### src/rtl/ysyx_23060201_lsu.sv
// rtl/ysyx_23060201_lsu.sv - load/store unit between EXU and the memory stage
//
// Purpose: takes one load/store op at a time from EXU, issues a single
// word-aligned write or read to the memory stage, extends load data and
// hands the result to WBU.
//
// Ports:
//   clk, rst_n                  clock, asynchronous active-low reset
//   in_valid/in_ready           EXU handshake
//   in_is_load, in_is_store     op kind (exclusive)
//   in_funct3, in_addr          RV32 width/sign code, byte address
//   in_wdata, in_rd             store source, destination register
//   mem_wen/waddr/wdata/wmask   memory write port (single-cycle strobe)
//   mem_ren/raddr               memory read request (single-cycle strobe)
//   mem_rvalid/mem_rdata        memory read return
//   out_valid/out_ready         WBU handshake
//   out_rdata, out_rd           extended load result, destination register
//   out_wen, out_err            write-back enable, misaligned/illegal flag

module ysyx_23060201_lsu #(
  parameter int ADDR_WIDTH = 32,
  parameter int DATA_WIDTH = 32
) (
  input  logic                  clk,
  input  logic                  rst_n,
  input  logic                  in_valid,
  output logic                  in_ready,
  input  logic                  in_is_load,
  input  logic                  in_is_store,
  input  logic [2:0]            in_funct3,
  input  logic [ADDR_WIDTH-1:0] in_addr,
  input  logic [DATA_WIDTH-1:0] in_wdata,
  input  logic [4:0]            in_rd,
  output logic                  mem_wen,
  output logic [ADDR_WIDTH-1:0] mem_waddr,
  output logic [DATA_WIDTH-1:0] mem_wdata,
  output logic [7:0]            mem_wmask,
  output logic                  mem_ren,
  output logic [ADDR_WIDTH-1:0] mem_raddr,
  input  logic                  mem_rvalid,
  input  logic [DATA_WIDTH-1:0] mem_rdata,
  output logic                  out_valid,
  input  logic                  out_ready,
  output logic [DATA_WIDTH-1:0] out_rdata,
  output logic [4:0]            out_rd,
  output logic                  out_wen,
  output logic                  out_err
);

  typedef enum logic [1:0] {
    IDLE   = 2'd0,
    ISSUE  = 2'd1,
    WAIT_R = 2'd2,
    RESP   = 2'd3
  } state_t;

  state_t state, next_state;

  logic                  is_load_q;
  logic                  is_store_q;
  logic [2:0]            funct3_q;
  logic [ADDR_WIDTH-1:0] addr_q;
  logic [DATA_WIDTH-1:0] wdata_q;
  logic [DATA_WIDTH-1:0] rdata_q;
  logic [4:0]            rd_q;
  logic                  err_q;

  // Decode of the incoming op, evaluated only when it is captured in IDLE.
  logic illegal_f3;
  logic misaligned;
  logic in_err;

  always_comb begin
    illegal_f3 = 1'b0;
    if (in_is_load)
      illegal_f3 = (in_funct3 == 3'b011) || (in_funct3[2:1] == 2'b11);
    else if (in_is_store)
      illegal_f3 = (in_funct3 >= 3'b011);
    misaligned = ((in_funct3[1:0] == 2'b01) && in_addr[0]) ||
                 ((in_funct3[1:0] == 2'b10) && (in_addr[1:0] != 2'b00));
    // An op that is neither (or both) load and store is also rejected.
    in_err = (in_is_load == in_is_store) || illegal_f3 || misaligned;
  end

  // Byte offset within the word, as a bit shift amount.
  logic [4:0] lane_shift;
  assign lane_shift = {addr_q[1:0], 3'b000};

  // Load extraction: bring the addressed lane down to bit 0, then extend.
  logic [DATA_WIDTH-1:0] rshifted;
  logic [DATA_WIDTH-1:0] load_ext;

  always_comb begin
    rshifted = mem_rdata >> lane_shift;
    case (funct3_q)
      3'b000:  load_ext = {{24{rshifted[7]}}, rshifted[7:0]};
      3'b001:  load_ext = {{16{rshifted[15]}}, rshifted[15:0]};
      3'b100:  load_ext = {24'h000000, rshifted[7:0]};
      3'b101:  load_ext = {16'h0000, rshifted[15:0]};
      default: load_ext = rshifted;
    endcase
  end

  // Next-state logic.
  always_comb begin
    next_state = state;
    case (state)
      IDLE: begin
        if (in_valid)
          next_state = in_err ? RESP : ISSUE;
      end
      ISSUE: begin
        next_state = is_load_q ? WAIT_R : RESP;
      end
      WAIT_R: begin
        // rvalid seen during ISSUE never reaches here, so the earliest
        // honoured return is the cycle after the read strobe.
        if (mem_rvalid)
          next_state = RESP;
      end
      RESP: begin
        if (out_ready)
          next_state = IDLE;
      end
      default: next_state = IDLE;
    endcase
  end

  always_ff @(posedge clk or negedge rst_n) begin
    if (!rst_n) begin
      state      <= IDLE;
      is_load_q  <= 1'b0;
      is_store_q <= 1'b0;
      funct3_q   <= 3'b000;
      addr_q     <= '0;
      wdata_q    <= '0;
      rdata_q    <= '0;
      rd_q       <= 5'd0;
      err_q      <= 1'b0;
    end else begin
      state <= next_state;
      if (state == IDLE && in_valid) begin
        is_load_q  <= in_is_load;
        is_store_q <= in_is_store;
        funct3_q   <= in_funct3;
        addr_q     <= in_addr;
        wdata_q    <= in_wdata;
        rd_q       <= in_rd;
        err_q      <= in_err;
        rdata_q    <= '0;
      end
      if (state == WAIT_R && mem_rvalid)
        rdata_q <= load_ext;
    end
  end

  // Write port: strobe plus payload only during ISSUE of a store.
  logic [3:0] lane_mask;
  logic [3:0] lane_mask_shifted;

  always_comb begin
    case (funct3_q[1:0])
      2'b00:   lane_mask = 4'b0001;
      2'b01:   lane_mask = 4'b0011;
      default: lane_mask = 4'b1111;
    endcase
    lane_mask_shifted = lane_mask << addr_q[1:0];
  end

  assign mem_wen   = (state == ISSUE) && is_store_q;
  assign mem_waddr = mem_wen ? {addr_q[ADDR_WIDTH-1:2], 2'b00} : '0;
  assign mem_wdata = mem_wen ? (wdata_q << lane_shift) : '0;
  assign mem_wmask = mem_wen ? {4'b0000, lane_mask_shifted} : 8'h00;

  assign mem_ren   = (state == ISSUE) && is_load_q;
  assign mem_raddr = mem_ren ? {addr_q[ADDR_WIDTH-1:2], 2'b00} : '0;

  // Response side: everything held from registers while in RESP.
  assign in_ready  = (state == IDLE);
  assign out_valid = (state == RESP);
  assign out_rdata = out_valid ? rdata_q : '0;
  assign out_rd    = out_valid ? rd_q : 5'd0;
  assign out_wen   = out_valid && is_load_q && !err_q;
  assign out_err   = out_valid && err_q;

endmodule

### config.mk
export PLATFORM = sky130hd
export DESIGN_NAME = ysyx_23060201_lsu
export DESIGN_NICKNAME = d
export VERILOG_FILES = /design/src/rtl/ysyx_23060201_lsu.sv
export SDC_FILE = /design/constraint.sdc
export NUM_CORES = 1
export LEC_CHECK = 0
export ABC_AREA = 1
export CORE_UTILIZATION = 47
export CTS_CLUSTER_DIAMETER = 150
export DETAILED_ROUTE_END_ITERATION = 10
export GPL_TIMING_DRIVEN = 0
export PLACE_DENSITY = 0.95
export SLEW_MARGIN = 40
export SYNTH_ARGS = -nofsm -noshare
export SYNTH_HDL_FRONTEND = slang
export SYNTH_SLANG_ARGS = --single-unit
### constraint.sdc
create_clock -name clk -period 2.56 [get_ports clk]
set_input_delay 0.512 -clock clk [delete_from_list [all_inputs] [get_ports clk]]
set_output_delay 0.512 -clock clk [all_outputs]
set_load 0.05 [all_outputs]
-- Word-level counts from Yosys, hierarchy flattened
Cells that the tools add are included.
- memory bits (writable): 0
- flip-flop bits (word level): 109
- logic and storage cells: 66
- bits of input ports: 111
- bits in latches: 0
- memories: 0
- memory bits (read-only): 0
- output and inout bits: 147
- div/mod/pow operators: 0
- $add $sub $neg: 0
- bitwise logic cells: 0
- equality and inequality tests: 15
- shift operators: 3
- multipliers: 0
- order comparisons: 1
- mux-type cells: 18
- reduce and logical (&&, ||, !) cells: 20
- operators by type and width (kind ; count):
    two-way mux 32 bit ; 6
    case mux 32 bit (4 select lines) ; 1
    left shift 32 x 5 -> 32 bit ; 1
    >> shifter 32 x 5 -> 32 bit ; 1
    logical AND 1 bit ; 9
    == test 2 bit (second input constant) ; 4
    two-way mux 2 bit ; 4
    case mux 2 bit (4 select lines) ; 1
    case mux 4 bit (2 select lines) ; 1
    == test 2 x 1 -> 1 bit (second input constant) ; 3
    == test 3 bit (second input constant) ; 2
    two-way mux 5 bit ; 1
    zero test 2 bit ; 2
    logical OR 1 bit ; 4
    two-way mux 4 bit ; 1
    != test 2 bit (second input constant) ; 2
    nonzero test 2 bit ; 2
    left shift 4 x 2 -> 4 bit ; 1
    == test 3 x 1 -> 1 bit (second input constant) ; 1
    == test 3 x 2 -> 1 bit (second input constant) ; 1
    >= comparator 3 x 2 -> 1 bit (second input constant) ; 1
    zero test 3 bit ; 1
    two-way mux 1 bit ; 3
    AND reduction 3 bit ; 1
    other kinds (3) ; 3

-- Logic depth before layout (Yosys ltp)
- depth after elaboration: 8
- mapped depth: 9
- depth with buffers taken out: 8

-- Least setup slack after synthesis
Ideal clock, no wire load.
- path kind: register -> output
- start: reg state[1]
- end: out mem_wdata[0]
- buffers on the path: 0
- path slack: -0.306 ns
- stages on the path, launching flop included: 9
- data arrival time: 2.354 ns
- data required time: 2.048 ns
- path through: dfrtp_1 inv_1 ha_1 nand2_1 nor2_1 inv_2 nor2_2 inv_1 nor2_1
- word-level cells in the longest chain between the ends: 3
- ends and longest elaborated chain (what ; RTL line ; RTL):
    start, declared ; 57 ; state_t state, next_state;
    start signal, assigned ; 141 ; state <= next_state;
    == test 2 x 1 -> 1 bit ; 170 ; assign mem_wen = (state == ISSUE) && is_store_q;
    logical AND 1 bit ; 170 ;
    two-way mux 32 bit ; 172 ; assign mem_wdata = mem_wen ? (wdata_q << lane_shift) : '0;
    end, declared ; 36 ; output logic [DATA_WIDTH-1:0] mem_wdata,
Every way passes these cells.

-- Final worst setup path
- start: reg state[1]
- end: out mem_wdata[5]
Same word-level chain as after synthesis.

==> reports/results.tsv <==
stage	metric	value	unit
outcome	status	finished, violations left	
outcome	failing checks	negative setup slack	
timing	setup_tns	-0.150	ns
grt	largest net degree at the start of global routing	64	
timing	skew final	0.00647	ns
min_path	HP Class	input port to async pin	
timing	Fin Hold WS	0.0430	ns
final_layout	Core Util, Final	74.5	%
floorplanning	Die Wd	117	µm
grt	number of global-route vias before repair	6542	
worst_setup_path	startpoint type of the worst setup path	flip-flop	
drt	vias	7039	
grt	initial antenna violation count	0	
timing	Max Transition Viols Final	0	
pwr	PD cells	1150	mW/mm²
yosys	Synth area leader	dfrtp_1	
worst_setup_path	kind of critical path	flip-flop to primary output	
timing	crit path time final	2.60	ns
final_layout	Layout Nets	1280	
pwr	VDD IR max	595	µV
yosys	mapped cell area	0.00618	mm²
timing	Setup WS post-layout	-0.0363	ns
timing	Slew headroom	63.0	%
timing	Fmax achieved	385	MHz
clock_tree	CTS root buf	clkbuf_16	
yosys	synth cell count leaders	369 x nand2_1, 109 x dfrtp_1, 93 x inv_1, 83 x nor2_1, 61 x o21ai_0	
floorplanning	row cnt	41	
worst_setup_path	critical path fanouts, max	8	
floorplanning	Die ar.	0.0136	mm²
placement	DP Wirelength	16100	µm
clock_tree	Worst-path clk slew	0.08	ns
yosys	top-area cell type share of the netlist area	44.1	%
drt	DR WL/cell	16.9	µm
yosys	sequential share of the synthesized area	44.1	%
yosys	synth warn	0	
placement	I/O Buffers	249	
clock_tree	CTS HTree Levels	3	
yosys	fraction of registers with async set/reset	100	%
grt	overflow left after global routing	0	
final_layout	ant diodes	0	
clock_tree	CTS buffer count	9	
yosys	Post-synth EDFFs	0	
grt	GRT Total Usage	32.9	%
placement	Placed Area	0.00899	mm²
yosys	#FFs+latches synth	109	
drt	DR DRC count	0	
yosys	Mean Syn Cell Area	6.94	µm²
yosys	Cells after Synth	891	
final_layout	fin area	0.00948	mm²
timing	setup violators final	6	
timing	Tcrit/Tclk final	101	%
final_layout	register area	0.00273	mm²
drt	DRT iter0 DRCs	515	
floorplanning	die height	117	µm
yosys	ranking of synthesized cells by area	dfrtp_1 44%, nand2_1 22%, inv_1 5.6%	
timing	Hold Vio Cnt, Final	0	
floorplanning	initial core utilization	48.6	%
worst_setup_path	Worst Setup End Kind	primary output	
yosys	predominant post-synthesis flop cell	dfrtp_1	
drt	vias per inst	5.25	
clock_tree	CTS Buffer Depth	2	
run	max cap viols	0	
drt	post-route ant nets	0	
floorplanning	I/O Pins	258	
drt	drt first pass iters	6	
floorplanning	core area	0.0127	mm²
timing	Least-Margin Pin Slew	0.555	ns
yosys	Yosys cell types	28	
worst_setup_path	Worst EP arrival	2.08	ns
final_layout	Layout area overhead	53.3	%
worst_setup_path	CP required	2.05	ns
timing	RSZ-0062 raised after global routing	true	
clock_tree	TritonCTS clock tree	built	
final_layout	multi-input logic area	0.00306	mm²
final_layout	layout cells sized above 1	20.8	%
drt	drt total wl	22700	µm
clock_tree	CTS Sinks	109	
final_layout	fill count	989	
placement	gpl congestion	0.957	
yosys	most common cell in the netlist	nand2_1	
worst_setup_path	reg2reg path depth	8	
clock_tree	clk_lat worst skew	0.35	ns
pwr	Leak	5.03	nW
grt	first-pass GRT wire length	33500	µm
==> critical path, cell delays in order, from the launching register on <==
cell	delay (ns)
dfrtp_2	0.44
inv_2	0.09
ha_4	0.18
nand2_8	0.07
nor2_4	0.14
inv_4	0.05
nor2_4	0.15
clkinvlp_4	0.27
nor2_2	0.18
buf_6	0.17
==> routing by layer <==
layer	vias to the layer above	wire, µm	GRT usage (%)
met1	3295	8750	41.1
li1	3270	-	-
met3	70	2090	6.95
met4	0	861	14.9
met2	404	11000	54.8
met5	-	0	0
==> sequential cells by signal, summed over array words and instances (netlist names) <==
register    cells
addr_q         32
err_q           1
funct3_q        3
is_load_q       1
is_store_q      1
rd_q            5
rdata_q        32
state           2
wdata_q        32
==> placed cells by master, fill, tap and decap left out, types with 10 or more instances in the layout <==
cell type	netlist	layout
clkdlybuf4s50_1	0	110
nand3_1	31	30
clkbuf_1	23	15
nand2_1	369	367
clkbuf_2	0	24
dlygate4sd2_1	0	10
dfrtp_1	109	108
a21oi_1	32	32
buf_4	20	28
clkdlybuf4s15_2	0	36
o21ai_0	61	57
mux2i_1	16	16
buf_6	2	34
inv_1	93	90
nor2_1	83	67
buf_2	14	45
==> final timing paths <==
| check | from | endpoint | slack [ns] |
|---|---|---|---|
| max | state[1] | mem_wdata[5] | -0.04 |
| min | rst_n | addr_q[8] | 0.04 |
| max reg2reg | state[0] | rdata_q[14] | 0.52 |
| min reg2reg | rdata_q[23] | rdata_q[23] | 0.48 |
| max in group asynchronous | rst_n | rdata_q[22] | 1.87 |
| min in group clk | rdata_q[23] | rdata_q[23] | 0.48 |
==> repair_timing <==
action                                  4_1_cts  5_1_grt
hold buffers                                  0        0
gates cloned                                  0        0
buffers inserted                              0        6
gates resized for setup                     492      167
pin swaps                                     0        7
endpoints found under the setup margin      137      106
==> report_power, final <==
| part | leakage [nW] | switching [mW] | internal [mW] |
|---|---|---|---|
| Clock | 0.154 | 0.664 | 0.868 |
| Sequential | 1.37 | 0.472 | 2.52 |
| Combinational | 3.50 | 4.45 | 1.94 |
| Total | 5.03 | 5.59 | 5.33 |
==> through the flow <==
step,instances,setup slack [ns],power [mW]
6_report,1342,-0.0363,10.9
5_1_grt,1342,-0.145,11.6
4_1_cts,1336,-0.0791,10.5
3_5_place_dp,1320,-0.643,8.99
3_3_place_gp,1319,-3.23,8.82
2_1_floorplan,898,-0.217,7.05
==> kinds of logic after synthesis <==
| group | Yosys count | share of synthesized area (%) |
|---|---|---|
| XOR/XNOR | 1 | 0.142 |
| buffers and inverters | 158 | 11.5 |
| adder cells (fa/ha/maj) | 4 | 0.809 |
| other | 1 | 0.0606 |
| AO/OA/AOI/OAI | 111 | 9.39 |
| AND/OR/NAND/NOR | 491 | 31.4 |
| flip-flops | 109 | 44.1 |
| multiplexers | 16 | 2.59 |
==> area by class of cell <==
class | instances | area share, %
Buffer | 60 | 3.89
Clock buffer | 10 | 2.41
Clock inverter | 6 | 0.990
Inverter | 98 | 4.10
Multi-Input combinational cell | 631 | 32.2
Sequential cell | 109 | 28.8
Tap cell | 172 | 2.27
Timing Repair Buffer | 256 | 25.3
No activity file was read; power rests on OpenSTA's default activity.
